### src/rtl/m68k_bus_responder_pkg.sv
`default_nettype none
// ============================================================================
// Module      : m68k_bus_responder_pkg
// Description : Shared definitions for the 68000 bus responder: FSM state
//               encoding, default window constants, strobe bit ordering and
//               the window-decode helper.
// Revision    : 1.0 - initial release
// ============================================================================
package m68k_bus_responder_pkg;

  typedef enum logic [2:0] {
    ST_IDLE  = 3'd0,
    ST_ADDR  = 3'd1,
    ST_WAIT  = 3'd2,
    ST_DELAY = 3'd3,
    ST_TERM  = 3'd4,
    ST_REL   = 3'd5
  } state_e;

  localparam logic [23:0] c_base_addr_def = 24'hE80000;
  localparam int          c_win_bits_def  = 8;

  // Byte-enable ordering {UDS, LDS}
  localparam int c_be_uds = 1;
  localparam int c_be_lds = 0;

  // Bit positions of the control strobes inside the synchronized vector
  localparam int c_sync_w    = 4;
  localparam int c_sync_nas  = 3;
  localparam int c_sync_nuds = 2;
  localparam int c_sync_nlds = 1;
  localparam int c_sync_rnw  = 0;

  // True when byte address addr lies in the 2^win_bits window at base.
  function automatic logic in_window(input logic [23:0] addr,
                                     input logic [23:0] base,
                                     input int          win_bits);
    return (addr >> win_bits) == (base >> win_bits);
  endfunction

endpackage
`default_nettype wire

### src/rtl/m68k_bus_responder_bus_sync.sv
`default_nettype none
// ============================================================================
// Module      : m68k_bus_responder_bus_sync
// Description : Multi-flop synchronizer for asynchronous bus control bits,
//               followed by a per-bit agree filter: a bit's filtered value
//               only changes when the last two synchronizer stages agree.
// Ports       : clk, rst      - clock, synchronous active-high reset
//               async_in      - raw asynchronous control bits
//               sync_out      - synchronized, skew-filtered control bits
// Revision    : 1.0 - initial release
// ============================================================================
module m68k_bus_responder_bus_sync #(
  parameter int                SYNC_STAGES = 2,
  parameter int                WIDTH       = 4,
  parameter logic [WIDTH-1:0]  RESET_VAL   = '1
) (
  input  logic             clk,
  input  logic             rst,
  input  logic [WIDTH-1:0] async_in,
  output logic [WIDTH-1:0] sync_out
);

  logic [WIDTH-1:0] stage_q [SYNC_STAGES];
  logic [WIDTH-1:0] filt_q;
  logic [WIDTH-1:0] filt_d;

  always_ff @(posedge clk) begin
    if (rst) begin
      for (int i = 0; i < SYNC_STAGES; i++) stage_q[i] <= RESET_VAL;
      filt_q <= RESET_VAL;
    end else begin
      stage_q[0] <= async_in;
      for (int i = 1; i < SYNC_STAGES; i++) stage_q[i] <= stage_q[i-1];
      filt_q <= filt_d;
    end
  end

  // Disagreeing bits are mid-transition; keep the previous filtered value.
  always_comb begin
    filt_d = filt_q;
    for (int b = 0; b < WIDTH; b++) begin
      if (stage_q[SYNC_STAGES-1][b] == stage_q[SYNC_STAGES-2][b])
        filt_d[b] = stage_q[SYNC_STAGES-1][b];
    end
  end

  assign sync_out = filt_d;

endmodule
`default_nettype wire

### src/rtl/m68k_bus_responder.sv
`default_nettype none
// ============================================================================
// Module      : m68k_bus_responder
// Description : 68000 bus target. Decodes cycles from another bus master into
//               a window, performs one word access on the register port and
//               terminates with nDTACK (or nBERR on timeout).
// Ports       : sys_clk/sys_rst  - clock, synchronous active-high reset
//               enable           - respond only while FPGA is not bus master
//               nAS/nUDS/nLDS/RnW/A/D _IN - asynchronous bus inputs
//               D_OUT, D_OE, nDTACK_OE, nBERR_OE - bus drive outputs
//               reg_*            - single-access register port
//               busy             - high from ADDR until back in IDLE
// Revision    : 1.0 - initial release
// ============================================================================
module m68k_bus_responder
  import m68k_bus_responder_pkg::*;
#(
  parameter logic [23:0] BASE_ADDR   = c_base_addr_def,
  parameter int          WIN_BITS    = c_win_bits_def,
  parameter int          SYNC_STAGES = 2,
  parameter int          DTACK_DELAY = 0,
  parameter int          TIMEOUT     = 1023
) (
  input  logic                sys_clk,
  input  logic                sys_rst,
  input  logic                enable,
  input  logic                nAS_IN,
  input  logic                nUDS_IN,
  input  logic                nLDS_IN,
  input  logic                RnW_IN,
  input  logic [23:1]         A_IN,
  input  logic [15:0]         D_IN,
  output logic [15:0]         D_OUT,
  output logic [15:0]         D_OE,
  output logic                nDTACK_OE,
  output logic                nBERR_OE,
  output logic                reg_req,
  output logic                reg_we,
  output logic [WIN_BITS-2:0] reg_addr,
  output logic [1:0]          reg_be,
  output logic [15:0]         reg_wdata,
  input  logic [15:0]         reg_rdata,
  input  logic                reg_ack,
  output logic                busy
);

  localparam int CW = 16;

  logic [c_sync_w-1:0] w_sync;
  logic w_nas, w_nuds, w_nlds, w_rnw;

  m68k_bus_responder_bus_sync #(
    .SYNC_STAGES (SYNC_STAGES),
    .WIDTH       (c_sync_w),
    .RESET_VAL   ('1)
  ) u_bus_sync (
    .clk      (sys_clk),
    .rst      (sys_rst),
    .async_in ({nAS_IN, nUDS_IN, nLDS_IN, RnW_IN}),
    .sync_out (w_sync)
  );

  assign w_nas  = w_sync[c_sync_nas];
  assign w_nuds = w_sync[c_sync_nuds];
  assign w_nlds = w_sync[c_sync_nlds];
  assign w_rnw  = w_sync[c_sync_rnw];

  state_e              state_q,  state_d;
  logic                armed_q,  armed_d;
  logic [CW-1:0]       cnt_q,    cnt_d;
  logic                req_q,    req_d;
  logic                we_q,     we_d;
  logic [WIN_BITS-2:0] addr_q,   addr_d;
  logic [1:0]          be_q,     be_d;
  logic [15:0]         wdata_q,  wdata_d;
  logic [15:0]         dout_q,   dout_d;
  logic                doe_q,    doe_d;
  logic                dtack_q,  dtack_d;
  logic                berr_q,   berr_d;

  always_ff @(posedge sys_clk) begin
    if (sys_rst) begin
      state_q <= ST_IDLE;
      armed_q <= 1'b0;
      cnt_q   <= '0;
      req_q   <= 1'b0;
      we_q    <= 1'b0;
      addr_q  <= '0;
      be_q    <= '0;
      wdata_q <= '0;
      dout_q  <= '0;
      doe_q   <= 1'b0;
      dtack_q <= 1'b0;
      berr_q  <= 1'b0;
    end else begin
      state_q <= state_d;
      armed_q <= armed_d;
      cnt_q   <= cnt_d;
      req_q   <= req_d;
      we_q    <= we_d;
      addr_q  <= addr_d;
      be_q    <= be_d;
      wdata_q <= wdata_d;
      dout_q  <= dout_d;
      doe_q   <= doe_d;
      dtack_q <= dtack_d;
      berr_q  <= berr_d;
    end
  end

  always_comb begin
    state_d = state_q;
    armed_d = armed_q;
    cnt_d   = cnt_q;
    req_d   = 1'b0;
    we_d    = we_q;
    addr_d  = addr_q;
    be_d    = be_q;
    wdata_d = wdata_q;
    dout_d  = dout_q;
    doe_d   = doe_q;
    dtack_d = dtack_q;
    berr_d  = berr_q;

    unique case (state_q)
      ST_IDLE: begin
        // A bus cycle is considered only once, on the first sampled-low nAS
        // after nAS was seen high; misses and disabled cycles are consumed.
        if (w_nas) begin
          armed_d = 1'b1;
        end else if (armed_q) begin
          armed_d = 1'b0;
          if (enable && in_window({A_IN, 1'b0}, BASE_ADDR, WIN_BITS)) begin
            state_d = ST_ADDR;
            addr_d  = A_IN[WIN_BITS-1:1];
            we_d    = ~w_rnw;
          end
        end
      end
      ST_ADDR: begin
        if (w_nas) begin
          state_d = ST_IDLE;
        end else if (!w_nuds || !w_nlds) begin
          be_d[c_be_uds] = ~w_nuds;
          be_d[c_be_lds] = ~w_nlds;
          if (we_q) wdata_d = D_IN;
          req_d   = 1'b1;
          cnt_d   = '0;
          state_d = ST_WAIT;
        end
      end
      ST_WAIT: begin
        cnt_d = cnt_q + CW'(1);
        if (reg_ack) begin
          if (!we_q) begin
            dout_d = reg_rdata;
            doe_d  = 1'b1;
          end
          cnt_d   = '0;
          state_d = ST_DELAY;
        end else if (cnt_q == CW'(TIMEOUT - 1)) begin
          berr_d  = 1'b1;
          state_d = ST_TERM;
        end
      end
      ST_DELAY: begin
        if (cnt_q >= CW'(DTACK_DELAY)) begin
          dtack_d = 1'b1;
          state_d = ST_TERM;
        end else begin
          cnt_d = cnt_q + CW'(1);
        end
      end
      ST_TERM: begin
        if (w_nas) begin
          doe_d   = 1'b0;
          dtack_d = 1'b0;
          berr_d  = 1'b0;
          state_d = ST_REL;
        end
      end
      ST_REL: begin
        state_d = ST_IDLE;
      end
      default: begin
        state_d = ST_IDLE;
      end
    endcase
  end

  assign D_OUT     = dout_q;
  assign D_OE      = {16{doe_q}};
  assign nDTACK_OE = dtack_q;
  assign nBERR_OE  = berr_q;
  assign reg_req   = req_q;
  assign reg_we    = we_q;
  assign reg_addr  = addr_q;
  assign reg_be    = be_q;
  assign reg_wdata = wdata_q;
  assign busy      = (state_q != ST_IDLE);

endmodule
`default_nettype wire

### config.mk
export PLATFORM = sky130hd
export DESIGN_NAME = m68k_bus_responder
export DESIGN_NICKNAME = d
export VERILOG_FILES = /design/src/rtl/m68k_bus_responder_pkg.sv /design/src/rtl/m68k_bus_responder_bus_sync.sv /design/src/rtl/m68k_bus_responder.sv
export SDC_FILE = /design/constraint.sdc
export NUM_CORES = 1
export LEC_CHECK = 0
export CORE_ASPECT_RATIO = 0.8
export CORE_MARGIN = 1.5
export CORE_UTILIZATION = 44
export DETAILED_ROUTE_END_ITERATION = 10
export PLACE_DENSITY = 0.85
export SYNTH_ARGS = -nofsm -noshare
export SYNTH_HDL_FRONTEND = slang
export SYNTH_SLANG_ARGS = --single-unit
### constraint.sdc
create_clock -name sys_clk -period 2.4 [get_ports sys_clk]
set_clock_uncertainty 0.05 [all_clocks]
set_input_delay 0.24 -clock sys_clk [delete_from_list [all_inputs] [get_ports sys_clk]]
set_output_delay 0.24 -clock sys_clk [all_outputs]
set_load 0.1 [all_outputs]
; ---- Yosys cells after proc, flatten, opt, wreduce, memory -nomap -nowiden
; Memories as Yosys holds them, arrays and structs flattened.
; Cells that the tools add are included.
[totals]
ram_bits = 8
ff_bits = 70
n_memories = 1
[mem_list]
columns = name, words, word_bits, read_ports, rd_ports_with_merged_regs, wr, line_no
row1 = u_bus_sync.stage_q, 2, 4, 2, 0, 2, m68k_bus_responder_bus_sync.sv:23  ; logic [WIDTH-1:0] stage_q [SYNC_STAGES];
[op_classes]
n_bitwise = 8
n_reduce_logical = 19
eq_ne = 24
n_addsub = 1
n_mux = 35
n_lt_le_gt_ge = 1
[op_table]
columns = op, n
row1 = $mux 16, 4
row2 = $pmux 16 s3, 1
row3 = $mux 3, 9
row4 = $ne 2x2->1 const B, 12
row5 = $reduce_and 4->1, 5
row6 = $add 16x1->16 const B, 1
row7 = $eq 16x10->1 const B, 1
row8 = $eq 16x16->1 const B, 1
row9 = $ge 16x1->1 const B, 1
row10 = $mux 1, 15
row11 = $pmux 3 s5, 1
row12 = $reduce_and 3->1, 3
row13 = $mux 4, 2
row14 = $reduce_and 7->1, 1
row15 = $eq 3x2->1 const B, 2
row16 = $ne 3x3->1 const B, 2
row17 = $not 1->1, 6
row18 = $pmux 1 s2, 3
row19 = $reduce_bool 3->1, 2
row20 = $eq 1x1->1, 4
row21 = $reduce_bool 2->1, 2
row22 = $eq 3x1->1 const B, 1
row23 = $eq 3x3->1 const B, 1
row24 = $logic_not 3->1, 1
row25 = other kinds (5), 7

; ---- Depth between registers and ports, before layout
[depth]
ltp_word = 7
mapped_depth = 8
mapped_depth_nobuf = 6

; ---- Hierarchy
; Synthesis repeated with hierarchy kept, for this count alone.
[hier_totals]
cells_unflattened = 392
area_unflattened_um2 = 3268.1
[modules_own_cells]
columns = module, area_each_um2, n_inst, cells_per_inst
row1 = m68k_bus_responder, 2904.0, 1, 363
row2 = m68k_bus_responder_bus_sync, 364.1, 1, 29

; ---- Worst setup path after synthesis
; OpenSTA, ideal clock, no wires.
[synth_path]
kind = register to register
startpoint = register state_q[0]
endpoint = register addr_q[0], in the netlist reg_addr[0]
t_arrival_ns = 2.177
setup_ns = 0.128
path_slack_ns = 0.045
n_path_buf = 2
stages_incl_launch_ff = 8
cell_sequence = dfxtp_1 -> clkbuf_1 -> nor2_1 -> nand2_1 -> nor4_1 -> buf_2 -> mux2i_1 -> nor2_1
[synth_via]
elab_chain_len = 2
[synth_rtl]
columns = item, line_no
row1 = start: declaration, m68k_bus_responder.sv:68  ; state_e state_q, state_d;
row2 = start signal: assignment, m68k_bus_responder.sv:96  ; state_q <= state_d;
row3 = $logic_not 3->1, m68k_bus_responder.sv:125  ; unique case (state_q)
row4 = $reduce_and 4->1 (no line), -
row5 = end signal: assignment, m68k_bus_responder.sv:101  ; addr_q <= addr_d;
row6 = end: declaration, m68k_bus_responder.sv:73  ; logic [WIN_BITS-2:0] addr_q, addr_d;
; Every way passes these cells.
; A chain may end at the register's enable or synchronous reset.

==> flow_summary.ini <==
[synth]
synthDistinctLibCells = 42
syn-cell-area_sq_mm = 0.003257
syn_nets = 430
ys_seq_area_share_pct = 47.94
ys_warn_count = 0
syn_inst = 365
synth-seq-cells = 78
synth.top_cell.area_share_pct = 47.94
yosys.area.top_type = dfxtp_1
synth.avg_cell_area_sq_um = 8.923
synth_area_leaders = dfxtp_1 (48%), mux2i_1 (7.7%), a21oi_1 (5.2%)

[die]
die_y_microns = 79.95
ioPinCount = 125
core-area_sq_mm = 0.007027
initial_core_util_pct = 46.35
dieWidth_microns = 99.19
std_cell_rows = 27
die-area_sq_mm = 0.007930

[min_path]
hold_end = u_bus_sync.stage_q[0][0]$_SDFF_PP1_
hold_depth = 2
hp-class = input pin to flip-flop
hold_start = RnW_IN

[clock_tree]
cts_buffer_depth = 2
path_clk_slew_ps = 90
cts_setup_buffers = 0
numCtsBuffers = 9
clk_latency_ps = 360
cts_tree = yes
htreeDepth = 3
hold_buffers = 0
cts.sinks = 78
root_buffer = clkbuf_8
cts_resized = 0

[setup_path]
reg2reg_depth = 5
cpLargestDelayFamily = simple AND/OR/NAND/NOR gates
path_max_fanout = 6
reg2reg_to = cnt_q[15]$_SDFFE_PP0P_
crit_start = u_bus_sync.stage_q[0][1]$_SDFF_PP1_
reg2reg_from = u_bus_sync.stage_q[0][1]$_SDFF_PP1_
slowest_delay_ps = 530
rrSetupSlack_ps = 390
cp_num_buf_inv = 0
path_class = flip-flop to flip-flop
setup.worst_path.start_class = flip-flop
worstPathCellList = maj3_2, a41oi_4, nand2_1, or4_1, a21oi_1
crit_path_end_kind = flip-flop
crit_slowest_cell = or4_1
arrival_ps = 2250
cp.required_ps = 2640

[route]
route.vias.total = 2873
wl_met3_microns = 728
via_per_inst = 5.085
highest_layer = met4
wl_microns = 7703
met2_length_microns = 3594
drt-met1-wl_microns = 3329
drt_iter0_drc = 183
antenna_left = 0
dr.pass1.iters = 4
wire_per_inst_microns = 13.63
drc_errors = 0

[timing]
period_needed_ps = 2008
hold_violations = 0
report.final.slew_viol_count = 0
slew_headroom_pct = 50.38
whs_ps = 379.9
worst_slew_pin_slew_ps = 744.3
rsz0062_at_grt = false
setup_ws_ps = 392.3
max_freq_mhz = 498.1
period_share_pct = 83.66
setup_tns_ps = 0
setup_viol = 0

[grt]
overflow = 0
grt_pass1_vias = 2656
antenna_found_initial = 0
grt_pass1_wl_microns = 12410
grt_use_total_pct = 19.79
grt_max_degree = 47

[status]
status = complete, no violations

[placement]
port_buffers = 124
gp_congestion = 0.8712
place_area_sq_mm = 0.004319
pre_cts_ws_ps = 229.4
place_inst = 549
dp_hpwl_microns = 5641

[pwr]
p_leak_nw = 1.876
power_per_cell_area_mw_per_mm2 = 545.5
ir_drop_mv = 0.3096

[cells_and_area]
n_antenna_cell = 0
areaGrowthSynthToFinish_pct = 39.03
nets = 538
drive_gt1_share_pct = 22.59
final_area_sq_mm = 0.004528
fin_cells = 565

[flow_run]
max-cap-violations = 0
worst max path at each step:
stage                                to  cells past startpoint  slack, ps
5_1_grt          cnt_q[15]$_SDFFE_PP0P_                      5        320
2_1_floorplan  reg_addr[0]$_SDFFE_PP0P_                      7         50
4_1_cts        reg_addr[5]$_SDFFE_PP0P_                      6        380
3_3_place_gp   reg_addr[2]$_SDFFE_PP0P_                      7        390
6_report         cnt_q[15]$_SDFFE_PP0P_                      5        390
3_5_place_dp   reg_addr[5]$_SDFFE_PP0P_                      7        230
synthesized netlist by cell type (all sizes together):
| cell type | instances |
|---|---|
| a211o | 1 |
| a211oi | 3 |
| a21oi | 34 |
| a22o | 1 |
| a31oi | 1 |
| a41oi | 1 |
| and2 | 3 |
| and3 | 5 |
| and4 | 2 |
| and4b | 2 |
| buf | 21 |
| clkbuf | 15 |
| dfxtp | 78 |
| ha | 2 |
| inv | 5 |
| maj3 | 4 |
| mux2i | 25 |
| nand2 | 44 |
| nand2b | 4 |
| nand3 | 6 |
| nand4 | 4 |
| nand4b | 5 |
| nor2 | 45 |
| nor2b | 2 |
| nor3 | 7 |
| nor3b | 1 |
| nor4 | 6 |
| nor4b | 2 |
| o21ai | 9 |
| o21bai | 1 |
| o221a | 1 |
| o31ai | 2 |
| or2 | 11 |
| or3 | 5 |
| or4 | 1 |
| xnor2 | 2 |
| xor2 | 4 |
metrics by stage:
| stage | power [W] | utilization [%] |
|---|---|---|
| after floorplan | 0.001367 | - |
| after global placement | 0.001476 | 61.47 |
| after detailed placement | 0.001477 | 61.47 |
| after global routing | 0.002580 | 64.44 |
| final | 0.002470 | 64.44 |
| after CTS | 0.002505 | 64.44 |
cells by family after synthesis:
family / after synthesis / share of synthesized area [%]
mux: 25 / 7.683
fa+ha+maj: 6 / 2.074
flops: 78 / 47.94
xor+xnor: 6 / 1.614
simple gates: 155 / 23.90
compound gates: 54 / 10.03
buf+inv: 41 / 6.761
layout make-up:
type / instances / area (sq um)
clock buffer: 9 / 123.9
clock inverter: 7 / 85.08
fill: 569 / 2499
inverter: 5 / 18.77
multi-input combinational: 246 / 1481
sequential: 78 / 1562
tap: 87 / 108.9
timing repair buffer: 133 / 1149
report_power, final:
part	switching [W]	internal, W	total (W)
clock network	0.000519	0.000504	0.00102
registers	0.00000357	0.00130	0.00130
logic	0.0000420	0.000100	0.000142
registers in the layout (all words and copies together), names as in the netlist, 2 cells and up:
| name | count |
|---|---|
| reg_wdata | 16 |
| u_bus_sync.filt_q | 4 |
| reg_be | 2 |
| u_bus_sync.stage_q | 8 |
| state_q | 3 |
| cnt_q | 16 |
| reg_addr | 7 |
| D_OUT | 16 |
metal layers:
metal | vias to the layer above | global-route usage, %
met1 | 1291 | 24.28
li1 | 1449 | -
met3 | 5 | 8.669
met2 | 128 | 32.00
met4 | 0 | 5.070
met5 | - | 0
cells in the final DEF, fill, tap and decap left out, types with 2 or more instances in the layout:
cell              n
and4b_1           2
clkdlybuf4s50_1  61
ha_1              2
nor2_1           45
inv_1             5
xnor2_1           2
and3_1            5
nand2_1          44
a211oi_1          3
and2_1            3
nor4_1            5
or2_2            11
maj3_1            2
clkbuf_8          9
maj3_2            2
nor3_2            2
nor2b_1           2
a21oi_1          34
or3_1             5
mux2i_1          25
xor2_1            4
and4_1            2
o31ai_1           2
nor3_1            5
nand3_1           5
dfxtp_1          78
nand4_1           4
buf_4            71
nor4b_1           2
inv_6             4
nand2b_1          4
o21ai_0           8
nand4b_1          5
Note: power is estimated with default switching activity, not from simulation.
